==> config.mk <==
export PLATFORM = sky130hd
export DESIGN_NAME = bus_arbiter_flat
export DESIGN_NICKNAME = d
export VERILOG_FILES = /design/src/rtl/bus_arbiter_if.sv /design/src/rtl/bus_arbiter.sv /design/src/flat_wrapper.sv
export SDC_FILE = /design/constraint.sdc
export NUM_CORES = 1
export LEC_CHECK = 0
export ABC_AREA = 1
export BUFFER_PORTS_ARGS = -buffer_cell sky130_fd_sc_hd__buf_2
export CORE_MARGIN = 3
export CORE_UTILIZATION = 30
export CTS_CLUSTER_SIZE = 28
export DETAILED_ROUTE_END_ITERATION = 10
export SYNTH_ARGS = -nofsm -noshare
export SYNTH_HDL_FRONTEND = slang
export SYNTH_SLANG_ARGS = --single-unit
==> constraint.sdc <==
create_clock -name clk -period 2.95 [get_ports clk]
set_clock_uncertainty 0.15 [all_clocks]
set_input_delay 0.4425 -clock clk [delete_from_list [all_inputs] [get_ports clk]]
set_output_delay 0.4425 -clock clk [all_outputs]
set_load 0.02 [all_outputs]
==> src/rtl/bus_arbiter_if.sv <==
// rtl/bus_arbiter_if.sv - two-master request/completion and single-slave bus bundle for bus_arbiter
interface bus_arbiter_if #(
   parameter int ADDR_W = 32,
   parameter int DATA_W = 32
) ();
   logic              m0_req;
   logic              m0_we;
   logic [2:0]        m0_op;
   logic [ADDR_W-1:0] m0_addr;
   logic [DATA_W-1:0] m0_wdata;
   logic              m0_rdy;
   logic [DATA_W-1:0] m0_rdata;

   logic              m1_req;
   logic              m1_we;
   logic [2:0]        m1_op;
   logic [ADDR_W-1:0] m1_addr;
   logic [DATA_W-1:0] m1_wdata;
   logic              m1_rdy;
   logic [DATA_W-1:0] m1_rdata;

   logic              s_cs;
   logic              s_rd;
   logic              s_wr;
   logic [2:0]        s_op;
   logic [ADDR_W-1:0] s_addr;
   logic [DATA_W-1:0] s_wdata;
   logic              s_ack;
   logic [DATA_W-1:0] s_rdata;

   logic              err;
   logic              gnt;

   // arbiter view: takes master requests and slave responses, drives completions and the slave bus
   modport master (
      input  m0_req, m0_we, m0_op, m0_addr, m0_wdata,
      input  m1_req, m1_we, m1_op, m1_addr, m1_wdata,
      input  s_ack, s_rdata,
      output m0_rdy, m0_rdata, m1_rdy, m1_rdata,
      output s_cs, s_rd, s_wr, s_op, s_addr, s_wdata,
      output err, gnt
   );

   // environment view: requesting masters plus the peripheral slave
   modport slave (
      output m0_req, m0_we, m0_op, m0_addr, m0_wdata,
      output m1_req, m1_we, m1_op, m1_addr, m1_wdata,
      output s_ack, s_rdata,
      input  m0_rdy, m0_rdata, m1_rdy, m1_rdata,
      input  s_cs, s_rd, s_wr, s_op, s_addr, s_wdata,
      input  err, gnt
   );
endinterface

==> src/rtl/bus_arbiter.sv <==
// rtl/bus_arbiter.sv - round-robin two-master arbiter with issue/wait/done sequencing and timeout
module bus_arbiter #(
   parameter int                ADDR_W   = 32,
   parameter int                DATA_W   = 32,
   parameter int                TIMEOUT  = 15,
   parameter logic [DATA_W-1:0] ERR_DATA = 32'hDEADBEEF
) (
   input logic           clk,
   input logic           rst,
   bus_arbiter_if.master bus
);

   localparam logic [1:0] ST_IDLE  = 2'd0;
   localparam logic [1:0] ST_ISSUE = 2'd1;
   localparam logic [1:0] ST_WAIT  = 2'd2;
   localparam logic [1:0] ST_DONE  = 2'd3;

   // counter is at least 4 bits; wider only when TIMEOUT needs it
   localparam int               CNT_W    = (TIMEOUT > 15) ? $clog2(TIMEOUT + 1) : 4;
   localparam logic [CNT_W-1:0] CNT_LAST = (TIMEOUT > 0) ? CNT_W'(TIMEOUT - 1) : '0;

   logic [1:0]        state;
   logic              last_gnt;
   logic              gnt_q;
   logic              we_q;
   logic [CNT_W-1:0]  cnt;

   logic              s_cs_q;
   logic              s_rd_q;
   logic              s_wr_q;
   logic [2:0]        op_q;
   logic [ADDR_W-1:0] addr_q;
   logic [DATA_W-1:0] wdata_q;

   logic              m0_rdy_q;
   logic              m1_rdy_q;
   logic [DATA_W-1:0] m0_rdata_q;
   logic [DATA_W-1:0] m1_rdata_q;
   logic              err_q;

   logic              pick_m1;
   logic              sel_we;
   logic [2:0]        sel_op;
   logic [ADDR_W-1:0] sel_addr;
   logic [DATA_W-1:0] sel_wdata;
   logic              expired;
   logic [DATA_W-1:0] result;

   // winner selection, timeout detect and completion data
   always_comb begin
      // on a tie the master that was not granted last wins
      pick_m1   = bus.m1_req & (~bus.m0_req | ~last_gnt);
      sel_we    = pick_m1 ? bus.m1_we    : bus.m0_we;
      sel_op    = pick_m1 ? bus.m1_op    : bus.m0_op;
      sel_addr  = pick_m1 ? bus.m1_addr  : bus.m0_addr;
      sel_wdata = pick_m1 ? bus.m1_wdata : bus.m0_wdata;
      expired   = (TIMEOUT != 0) && (cnt == CNT_LAST);
      // ack beats expiry in the same cycle; writes complete with zero data
      if (bus.s_ack) begin
         result = we_q ? '0 : bus.s_rdata;
      end else begin
         result = ERR_DATA;
      end
   end

   // transaction sequencer; every bus and completion output is a flop
   always_ff @(posedge clk) begin
      if (rst) begin
         state      <= ST_IDLE;
         last_gnt   <= 1'b1;
         gnt_q      <= 1'b0;
         we_q       <= 1'b0;
         cnt        <= '0;
         s_cs_q     <= 1'b0;
         s_rd_q     <= 1'b0;
         s_wr_q     <= 1'b0;
         op_q       <= '0;
         addr_q     <= '0;
         wdata_q    <= '0;
         m0_rdy_q   <= 1'b0;
         m1_rdy_q   <= 1'b0;
         m0_rdata_q <= '0;
         m1_rdata_q <= '0;
         err_q      <= 1'b0;
      end else begin
         // strobes and completion signals are single-cycle pulses
         s_rd_q     <= 1'b0;
         s_wr_q     <= 1'b0;
         m0_rdy_q   <= 1'b0;
         m1_rdy_q   <= 1'b0;
         m0_rdata_q <= '0;
         m1_rdata_q <= '0;
         err_q      <= 1'b0;
         case (state)
            ST_IDLE: begin
               if (bus.m0_req | bus.m1_req) begin
                  gnt_q   <= pick_m1;
                  we_q    <= sel_we;
                  op_q    <= sel_op;
                  addr_q  <= sel_addr;
                  wdata_q <= sel_wdata;
                  s_cs_q  <= 1'b1;
                  s_rd_q  <= ~sel_we;
                  s_wr_q  <= sel_we;
                  cnt     <= '0;
                  state   <= ST_ISSUE;
               end
            end
            ST_ISSUE, ST_WAIT: begin
               if (bus.s_ack || expired) begin
                  s_cs_q   <= 1'b0;
                  m0_rdy_q <= ~gnt_q;
                  m1_rdy_q <= gnt_q;
                  err_q    <= ~bus.s_ack;
                  if (gnt_q) begin
                     m1_rdata_q <= result;
                  end else begin
                     m0_rdata_q <= result;
                  end
                  state <= ST_DONE;
               end else begin
                  cnt   <= cnt + 1'b1;
                  state <= ST_WAIT;
               end
            end
            ST_DONE: begin
               last_gnt <= gnt_q;
               state    <= ST_IDLE;
            end
            default: begin
               state <= ST_IDLE;
            end
         endcase
      end
   end

   assign bus.s_cs     = s_cs_q;
   assign bus.s_rd     = s_rd_q;
   assign bus.s_wr     = s_wr_q;
   assign bus.s_op     = op_q;
   assign bus.s_addr   = addr_q;
   assign bus.s_wdata  = wdata_q;
   assign bus.m0_rdy   = m0_rdy_q;
   assign bus.m1_rdy   = m1_rdy_q;
   assign bus.m0_rdata = m0_rdata_q;
   assign bus.m1_rdata = m1_rdata_q;
   assign bus.err      = err_q;
   assign bus.gnt      = gnt_q;

endmodule

==> src/flat_wrapper.sv <==
// flat-port wrapper written by rule: the top's interface ports become plain ports
module bus_arbiter_flat 
#(
   parameter int                ADDR_W   = 32,
   parameter int                DATA_W   = 32,
   parameter int                TIMEOUT  = 15,
   parameter logic [DATA_W-1:0] ERR_DATA = 32'hDEADBEEF
)
  (clk, rst, bus_m0_req, bus_m0_we, bus_m0_op, bus_m0_addr, bus_m0_wdata, bus_m1_req, bus_m1_we, bus_m1_op, bus_m1_addr, bus_m1_wdata, bus_s_ack, bus_s_rdata, bus_m0_rdy, bus_m0_rdata, bus_m1_rdy, bus_m1_rdata, bus_s_cs, bus_s_rd, bus_s_wr, bus_s_op, bus_s_addr, bus_s_wdata, bus_err, bus_gnt);
  bus_arbiter_if #(.ADDR_W(ADDR_W), .DATA_W(DATA_W)) bus_i ();
  input logic clk;
  input logic rst;
  input wire logic [$bits(bus_i.m0_req)-1:0] bus_m0_req;
  input wire logic [$bits(bus_i.m0_we)-1:0] bus_m0_we;
  input wire logic [$bits(bus_i.m0_op)-1:0] bus_m0_op;
  input wire logic [$bits(bus_i.m0_addr)-1:0] bus_m0_addr;
  input wire logic [$bits(bus_i.m0_wdata)-1:0] bus_m0_wdata;
  input wire logic [$bits(bus_i.m1_req)-1:0] bus_m1_req;
  input wire logic [$bits(bus_i.m1_we)-1:0] bus_m1_we;
  input wire logic [$bits(bus_i.m1_op)-1:0] bus_m1_op;
  input wire logic [$bits(bus_i.m1_addr)-1:0] bus_m1_addr;
  input wire logic [$bits(bus_i.m1_wdata)-1:0] bus_m1_wdata;
  input wire logic [$bits(bus_i.s_ack)-1:0] bus_s_ack;
  input wire logic [$bits(bus_i.s_rdata)-1:0] bus_s_rdata;
  output wire logic [$bits(bus_i.m0_rdy)-1:0] bus_m0_rdy;
  output wire logic [$bits(bus_i.m0_rdata)-1:0] bus_m0_rdata;
  output wire logic [$bits(bus_i.m1_rdy)-1:0] bus_m1_rdy;
  output wire logic [$bits(bus_i.m1_rdata)-1:0] bus_m1_rdata;
  output wire logic [$bits(bus_i.s_cs)-1:0] bus_s_cs;
  output wire logic [$bits(bus_i.s_rd)-1:0] bus_s_rd;
  output wire logic [$bits(bus_i.s_wr)-1:0] bus_s_wr;
  output wire logic [$bits(bus_i.s_op)-1:0] bus_s_op;
  output wire logic [$bits(bus_i.s_addr)-1:0] bus_s_addr;
  output wire logic [$bits(bus_i.s_wdata)-1:0] bus_s_wdata;
  output wire logic [$bits(bus_i.err)-1:0] bus_err;
  output wire logic [$bits(bus_i.gnt)-1:0] bus_gnt;
  assign bus_i.m0_req = bus_m0_req;
  assign bus_i.m0_we = bus_m0_we;
  assign bus_i.m0_op = bus_m0_op;
  assign bus_i.m0_addr = bus_m0_addr;
  assign bus_i.m0_wdata = bus_m0_wdata;
  assign bus_i.m1_req = bus_m1_req;
  assign bus_i.m1_we = bus_m1_we;
  assign bus_i.m1_op = bus_m1_op;
  assign bus_i.m1_addr = bus_m1_addr;
  assign bus_i.m1_wdata = bus_m1_wdata;
  assign bus_i.s_ack = bus_s_ack;
  assign bus_i.s_rdata = bus_s_rdata;
  assign bus_m0_rdy = bus_i.m0_rdy;
  assign bus_m0_rdata = bus_i.m0_rdata;
  assign bus_m1_rdy = bus_i.m1_rdy;
  assign bus_m1_rdata = bus_i.m1_rdata;
  assign bus_s_cs = bus_i.s_cs;
  assign bus_s_rd = bus_i.s_rd;
  assign bus_s_wr = bus_i.s_wr;
  assign bus_s_op = bus_i.s_op;
  assign bus_s_addr = bus_i.s_addr;
  assign bus_s_wdata = bus_i.s_wdata;
  assign bus_err = bus_i.err;
  assign bus_gnt = bus_i.gnt;
  bus_arbiter #(.ADDR_W(ADDR_W), .DATA_W(DATA_W), .TIMEOUT(TIMEOUT), .ERR_DATA(ERR_DATA)) u_core (.clk(clk), .rst(rst), .bus(bus_i));
endmodule
After elaboration in Yosys (flattened, before gate mapping)
Cells that the tools add are included.
- register bits: 146
- logic and storage cells: 62
- add/sub/neg operators: 1
- eq/ne operators: 7
- mux-type cells: 15
- bitwise operators: 12
- reductions and logical operators: 11
- operators with widths (cell ; number):
    two-way mux 32 bit ; 4
    NOT 1 bit ; 9
    two-way mux 4 bit ; 2
    case mux 4 bit (2 select lines) ; 1
    OR reduction 4 bit ; 2
    case mux 2 bit (3 select lines) ; 1
    AND reduction 3 bit ; 2
    OR reduction 3 bit ; 2
    adder 4 x 1 -> 4 bit, second input constant ; 1
    equality test 2 bit, second input constant ; 2
    equality test 4 bit, second input constant ; 1
    two-way mux 1 bit ; 4
    != test 2 x 1 -> 1 bit, second input constant ; 2
    two-way mux 3 bit ; 1
    equality test 2 x 1 -> 1 bit, second input constant ; 1
    zero test 2 bit ; 1
    two-way mux 2 bit ; 1
    != test 2 bit, second input constant ; 1
    OR 1 bit ; 2
    case mux 1 bit (2 select lines) ; 1
    AND reduction 2 bit ; 1
    nonzero test 2 bit ; 1
    OR reduction 2 bit ; 1
    AND 1 bit ; 1
    logical OR 1 bit ; 1

Depth between registers and ports, before layout
Gate-level depths: netlist of run 1.
- word-level depth: 5
- mapped depth: 9
- depth with buffers taken out: 9

Least setup slack after synthesis of run 1
No wires, ideal clock.
- path type: register to register
- from: register u_core.state[0]
- to: register u_core.m1_rdata_q[4] (netlist: u_core.bus.m1_rdata[4])
- setup time: 64 ps
- arrival time: 1311 ps
- slack: 1424 ps
- stages on the path, launching flop included: 8
- path buffers: 1
- clock period less this slack: 1526 ps
- path through: dfxtp_1 -> inv_1 -> ha_1 -> nand2_4 -> nor2_4 -> nand2_4 -> buf_6 -> nor2_1
- word-level cells in the longest chain between the ends: 4
- elaborated cells between the ends (all ways): 5
- those cells by class: eq/ne (2); bitwise (1); reduce/logical (2)
- ends and longest elaborated chain (item ; line ; source):
    start, declared ; bus_arbiter.sv:22 ; logic [1:0] state;
    start signal, assigned ; bus_arbiter.sv:69 ; state <= ST_IDLE;
    start signal, assigned ; bus_arbiter.sv:106 ; state <= ST_ISSUE;
    start signal, assigned ; bus_arbiter.sv:120 ; state <= ST_DONE;
    equality test 2 x 1 -> 1 bit or equality test 2 bit (tied branches) ; bus_arbiter.sv:94 ; case (state)
    OR reduction 2 bit * ; bus_arbiter.sv:94 ;
    NOT 1 bit (no line) * ; -- ;
    OR reduction 4 bit (no line) * ; -- ;
    end signal, assigned ; bus_arbiter.sv:116 ; m1_rdata_q <= result;
    end, declared ; bus_arbiter.sv:38 ; logic [DATA_W-1:0] m1_rdata_q;
Mark *: on every way between the ends. The rest lies on a longest branch, timed or not.
A chain may end at the register's enable or synchronous reset.

Final worst setup path of run 1
- from: register u_core.state[0]
- to: register u_core.s_wr_q (netlist: u_core.bus.s_wr)
- word-level cells in the longest chain between the ends: 3
- ends and longest elaborated chain (item ; line ; source):
    zero test 2 bit ; bus_arbiter.sv:94 ;
    NOT 1 bit (no line) ; -- ;
    OR reduction 3 bit (no line) ; -- ;
    end signal, assigned ; bus_arbiter.sv:104 ; s_wr_q <= sel_we;
    end, declared ; bus_arbiter.sv:30 ; logic s_wr_q;
No other way between the ends.

==> results of run 1 <==
==> metrics by stage <==
step                hold WS, ns  area [sq um]  power (mW)  utilization [%]
detailed placement        0.325          6970        4.25             41.1
CTS                       0.109          7560        6.47             44.7
global placement          0.312          6970        4.24             41.1
finish                    0.132          7560        6.39             44.7
floorplan                 0.292          5290        3.63                -
global route              0.119          7560        6.77             44.7
==> critical path: cells and delay by family (launching register included) <==
family,cells,cell delay [ns]
DFF,1,0.33
adders and majority gates,1,0.23
and+or+nand+nor,3,0.56
buffers and inverters,3,0.57
==> metal layers <==
metal  vias up  global-route usage [%]
met1      2302                    21.4
li1       2727                       -
met5         -                       0
met2       243                    29.4
met4         0                    6.33
met3        26                    6.24
==> flip-flops by register name (all words and copies together), names as in the netlist <==
signal / flops
u_core.last_gnt: 1
u_core.bus.m0_rdy: 1
u_core.bus.s_rd: 1
u_core.bus.s_addr: 32
u_core.bus.m1_rdy: 1
u_core.bus.m0_rdata: 32
u_core.we_q: 1
u_core.bus.s_wdata: 32
u_core.bus.s_wr: 1
u_core.bus.gnt: 1
u_core.bus.s_cs: 1
u_core.bus.m1_rdata: 32
u_core.bus.err: 1
u_core.bus.s_op: 3
u_core.cnt: 4
u_core.state: 2
==> synthesized netlist by cell type <==
| cell type | count | share of area, % |
|---|---|---|
| nand3_1 | 10 | 0.95 |
| nand2_2 | 2 | 0.24 |
| ha_1 | 4 | 0.95 |
| nor2_2 | 5 | 0.59 |
| buf_4 | 9 | 1.3 |
| clkbuf_4 | 1 | 0.14 |
| nor2_1 | 66 | 4.7 |
| inv_2 | 4 | 0.28 |
| nand3_2 | 1 | 0.19 |
| and3_1 | 1 | 0.12 |
| or2_2 | 1 | 0.12 |
| nand2_1 | 163 | 12 |
| buf_2 | 8 | 0.76 |
| o21ai_1 | 21 | 2.0 |
| nand2_4 | 3 | 0.64 |
| o21ai_0 | 52 | 4.9 |
| a31oi_1 | 67 | 7.9 |
| nor2_4 | 2 | 0.43 |
| clkbuf_1 | 17 | 1.2 |
| inv_1 | 14 | 0.99 |
| buf_1 | 3 | 0.21 |
| buf_6 | 6 | 1.3 |
| a21oi_1 | 32 | 3.0 |
| nand4_1 | 1 | 0.12 |
| dfxtp_1 | 146 | 55 |
| clkbuf_2 | 2 | 0.19 |
==> where the power goes <==
group	total (mW)	internal [mW]	leakage, nW	switching, mW
combinational	1.73	0.578	2.40	1.15
clock	2.20	1.27	0.293	0.926
sequential	2.46	2.30	1.20	0.159
total	6.39	4.15	3.89	2.23
==> layout make-up <==
type                            instances  area [sq um]
Clock inverter                         15           170
Clock buffer                           17           425
Multi-Input combinational cell        431          2030
Fill cell                            1719          9370
Sequential cell                       146          2920
Inverter                               18          67.6
Tap cell                              220           275
Timing Repair Buffer                  319          1670
==> worst paths after layout <==
| check | start | end | cells after the start |
|---|---|---|---|
| worst max register to register | u_core.state[0]$_SDFFE_PP0P_ | u_core.bus.s_wr$_SDFF_PP0_ | 7 |
| worst max-delay path | u_core.state[0]$_SDFFE_PP0P_ | u_core.bus.s_wr$_SDFF_PP0_ | 7 |
| worst min register to register | u_core.last_gnt$_SDFFE_PP1N_ | u_core.last_gnt$_SDFFE_PP1N_ | 2 |
| worst min-delay path | bus_m1_wdata[8] | u_core.bus.s_wdata[8]$_SDFFE_PP0P_ | 3 |
==> cells by family after synthesis <==
kind of cell	Yosys count	synth area share, %
simple gates	255	19.6
compound gates	172	17.9
flops	146	55.2
buf+inv	64	6.34
fa+ha+maj	4	0.946
==> summary.txt, run 1 <==
Drt
  – Final WL: 17500 microns
  – Met2 wire len: 8180 microns
  – Detail Route Antenna Nets: 0
  – Highest Signal Layer: met4
  – Average routed wire per standard cell: 15.0 microns
  – Post-route DRC violation count: 0
  – Routed vias: 5298
  – Initial DRC Count: 182
  – DR WL met3: 1580 microns
  – Via-to-Cell Ratio: 4.54
  – Met1 wire length: 7370 microns
  – Drt pass-1 iters: 6

Global route
  – Largest net degree at the start of global routing: 81
  – Antenna violations before repair: 0
  – First-pass GRT wire length: 27500 microns
  – Vias in the first global route: 5115
  – Grt ovf: 0
  – Total track usage: 17.8%

Logic synthesis
  – Synth warn: 0
  – Yosys reg bits: 146
  – Synth Instances: 641
  – Avg Cell Area, Syn: 8.25 sq um
  – Sequential area share after synthesis: 55.2%
  – Synthesized cell area: 0.00529 sq mm
  – Syn nets: 818
  – Synth unique cells: 26

Status
  – Status: finished clean

Timing
  – Final worst slack: 1.03 ns
  – Period utilisation layout: 65.2%
  – Max Slew Vio Count: 0
  – Post-route minimum period: 1.92 ns
  – Slew at the pin with the worst max-slew slack: 0.774 ns
  – Setup TNS: 0 ns
  – # setup viols final: 0
  – RSZ-0062 raised after global routing: false
  – Max-slew headroom: 48.3%
  – Fin. Hold Viols: 0
  – Fmax: 520 MHz

Final layout
  – Post-route insts no fill: 1166
  – Final net count: 1110
  – Commonest non-fill, non-tap cells in the layout: buf_2, nand2_1, dfxtp_1, a31oi_1, nor2_1
  – Commonest non-fill, non-tap cell in the layout: buf_2
  – N_diodes: 0
  – Share of cells above drive strength 1: 39.0%
  – Area delta synth->final: 42.9%

Clock tree
  – Post-CTS Setup Bufs: 0
  – CTS Root Cell: clkbuf_16
  – Clock transition at path regs: 0.07 ns
  – Number of clock sinks seen by CTS: 146
  – Post-cts sizing count: 0
  – CTS tree: yes
  – CTS Buf Count: 17
  – Clock latency on the worst-skew pair: 0.41 ns
  – H-tree lvl count: 4
  – CTS Buffer Depth: 2
  – CTS Hold Bufs: 0

Floorplan
  – Die W: 139 microns
  – Core area: 0.0169 sq mm
  – Io pins: 311
  – Site row count: 47
  – Die height: 139 microns
  – Die area: 0.0193 sq mm
  – Initial Util: 31.2%

Power
  – Total power divided by cell area: 844 mW/mm^2
  – VDD IR max: 0.374 mV
  – Leakage: 3.89 nW

Critical path
  – CP required: 3.12 ns
  – Critical path type: reg -> reg
  – CP Data Arrival Time: 2.10 ns
  – Startpoint types: register
  – Slowest cell on the critical path: buf_4
  – R2R Setup Slk: 1.03 ns
  – Largest stage delay, worst path: 0.44 ns
  – Critical-path cell list: inv_1, ha_1, inv_2, nor2_4, buf_4, nand2_1, nor2_1
  – Max Fanout on Critical Path: 56
  – Crit end category: register

Placed design
  – Setup WS pre-CTS: 0.984 ns
  – I/O Buffers: 310
  – DP HPWL: 12900 microns
  – Routability congestion estimate: 0.798
  – Dpl cells: 1134

Hold path
  – HP Class: in -> reg

Job
  – Max_cap viols: 0
Power figures use the tool's default switching activity.
==> run 2, diff against run 1 <==
==> constraint.sdc (replaced) <==
create_clock -name clk -period 1.6 [get_ports clk]
set_clock_uncertainty 0.15 [all_clocks]
set_input_delay 0.24 -clock clk [delete_from_list [all_inputs] [get_ports clk]]
set_output_delay 0.24 -clock clk [all_outputs]
set_load 0.02 [all_outputs]
==> summary.txt, run 2 (synthesized netlist as in run 1, its figures left out) <==
Critical path
  – Crit end category: register
  – R2R Setup Slk: 0.04 ns (-0.99 ns)
  – CP Data Arrival Time: 1.74 ns (-0.36 ns)
  – CP Depth: 8 (+1)
  – R2R cell count: 8 (+1)
  – Critical-path cell list: inv_2, ha_4, inv_4, nor2_4, buf_6, clkbuf_16, o21ai_2, a31oi_1
  – CP delay by family, top: buffers and inverters
  – Max Fanout on Critical Path: 5 (-91%)
  – Worst path buffer plus inverter count: 4 (+1)
  – End of the critical path: u_core.bus.s_addr[11]$_SDFFE_PP0P_
  – Critical path type: reg -> reg
  – CP required: 1.78 ns (-1.34 ns)
  – Largest stage delay, worst path: 0.32 ns (-0.12 ns)
  – Origin of the worst setup path: u_core.state[1]$_SDFFE_PP0P_
  – Worst reg2reg path endpoint: u_core.bus.s_addr[11]$_SDFFE_PP0P_
  – Worst r2r src: u_core.state[1]$_SDFFE_PP0P_
  – Startpoint types: register
  – Slowest cell on the critical path: dfxtp_1

Drt
  – Via-to-Cell Ratio: 4.82 (+6.0%)
  – Post-route DRC violation count: 0 (unchanged)
  – Average routed wire per standard cell: 17.1 microns (+14%)
  – Drt pass-1 iters: 7 (+1)
  – Final WL: 23400 microns (+34%)
  – Detail Route Antenna Nets: 0 (unchanged)
  – Routed vias: 6606 (+25%)
  – Initial DRC Count: 353 (+94%)

Clock tree
  – CTS Root Cell: clkbuf_16
  – Clock latency on the worst-skew pair: 0.41 ns (about the same)
  – Clock transition at path regs: 0.07 ns (about the same)
  – CTS Buf Count: 17 (unchanged)
  – CTS tree: yes
  – Number of clock sinks seen by CTS: 146 (unchanged)
  – H-tree lvl count: 4 (unchanged)
  – CTS Buffer Depth: 2 (unchanged)

Power
  – Total power divided by cell area: 1330 mW/mm^2 (+58%)
  – Leakage: 4.82 nW (+24%)
  – VDD IR max: 0.724 mV (+93%)
  – Tot Pwr: 13.1 mW (+100%)

Floorplan
  – Die area: 0.0193 sq mm (unchanged)
  – Core area: 0.0169 sq mm (unchanged)
  – Die W: 139 microns (unchanged)
  – Site row count: 47 (unchanged)
  – Die height: 139 microns (unchanged)
  – Io pins: 311 (unchanged)
  – Initial Util: 31.2% (unchanged)

Placed design
  – Dpl cells: 1154 (+1.8%)
  – I/O Buffers: 310 (unchanged)
  – Setup WS pre-CTS: -0.0196 ns (-1.00 ns)
  – Routability congestion estimate: 0.819 (+2.7%)
  – DP Area: 0.00717 sq mm (+2.9%)
  – DP HPWL: 13300 microns (+2.7%)

Final layout
  – Final net count: 1315 (+18%)
  – Post-route insts no fill: 1371 (+18%)
  – N_diodes: 0 (unchanged)
  – Commonest non-fill, non-tap cells in the layout: buf_2, dlygate4sd3_1, nand2_1, dfxtp_1, a31oi_1
  – Commonest non-fill, non-tap cell in the layout: buf_2
  – Fillcell total: 1417 (-18%)
  – Share of cells above drive strength 1: 36.8% (-2.3 points)
  – Area delta synth->final: 85.8%
  – Design area: 0.00983 sq mm (+30%)

Status
  – Status: complete, but fails checks
  – Violated checks: negative hold slack

Global route
  – Total track usage: 22.0% (+4.2 points)
  – Grt ovf: 0 (unchanged)
  – Antenna violations before repair: 1 (+1)
  – Largest net degree at the start of global routing: 56 (-31%)
  – Vias in the first global route: 6597 (+29%)
  – First-pass GRT wire length: 34700 microns (+26%)

Timing
  – Post-route minimum period: 1.56 ns (-0.359 ns)
  – Max Slew Vio Count: 0 (unchanged)
  – Slew at the pin with the worst max-slew slack: 0.389 ns (-0.385 ns)
  – Fmax: 639 MHz (+23%)
  – Final worst slack: 0.0362 ns (-0.991 ns)
  – Max-slew headroom: 74.0% (+26 points)
  – # setup viols final: 0 (unchanged)
  – Hold Slack: -0.0206 ns (-0.153 ns)
  – Fin. Hold Viols: 2 (+2)
  – Period utilisation layout: 97.7% (+33 points)

Hold path
  – HP Class: in -> reg
  – HP Start: bus_m1_we

Job
  – Max_cap viols: 0 (unchanged)
[run 2: worst min-delay path: cells and delay by family]
| family | cells | cell delay (ns) |
|---|---|---|
| AOI/OAI and AO/OA | 1 | 0.08 |
| and+or+nand+nor | 1 | 0.09 |
| buffers and inverters | 1 | 0.09 |
[run 2: per-stage QoR]
stage | hold slack, ns | util (%) | setup TNS (ns)
floorplan | 0.159 | - | 0
global placement | 0.310 | 42.3 | 0
detailed placement | 0.319 | 42.3 | -0.0454
CTS | 0.0115 | 56.1 | 0
global route | 0.00500 | 58.1 | -0.164
finish | -0.0206 | 58.1 | 0
[run 2: where the power goes]
group | switching, mW | internal, mW
clock | 1.67 | 2.31
sequential | 0.314 | 4.25
combinational | 2.61 | 1.93
[run 2: area by class of cell]
type	instances	area, sq um	area share, %
Timing Repair Buffer	522	3820	38.8
Sequential cell	146	2930	29.8
Multi-Input combinational cell	433	2150	21.9
Clock buffer	21	470	4.78
Tap cell	220	275	2.80
Clock inverter	11	118	1.20
Inverter	18	72.6	0.738
[run 2: worst min-delay path by stage]
stage          slack, ns                           end  cells after the start
2_1_floorplan       0.16   u_core.bus.gnt$_SDFFE_PP0P_                      1
3_3_place_gp        0.31  u_core.last_gnt$_SDFFE_PP1N_                      2
3_5_place_dp        0.32  u_core.last_gnt$_SDFFE_PP1N_                      2
5_1_grt            0.005    u_core.bus.s_wr$_SDFF_PP0_                      3
6_report           -0.02    u_core.bus.s_wr$_SDFF_PP0_                      3
4_1_cts             0.01  u_core.state[0]$_SDFFE_PP0P_                      4
[run 2: per-layer routing]
metal | up-vias | wire length, microns | GRT usage, %
met5 | - | 9 | 0
met4 | 2 | 947 | 10.5
met3 | 73 | 2070 | 6.76
met2 | 396 | 11100 | 35.8
met1 | 2987 | 9310 | 26.6
li1 | 3148 | - | -
[run 2: what timing repair did]
| item | in CTS | in global routing |
|---|---|---|
| hold buffers | 168 | 0 |
| buffers inserted | 1 | 4 |
| hold endpoints to repair | 133 | 0 |
| gates cloned | 1 | 11 |
| endpoints found under the setup margin | 37 | 100 |
| gates resized for setup | 4 | 42 |
| pin swaps | 1 | 7 |
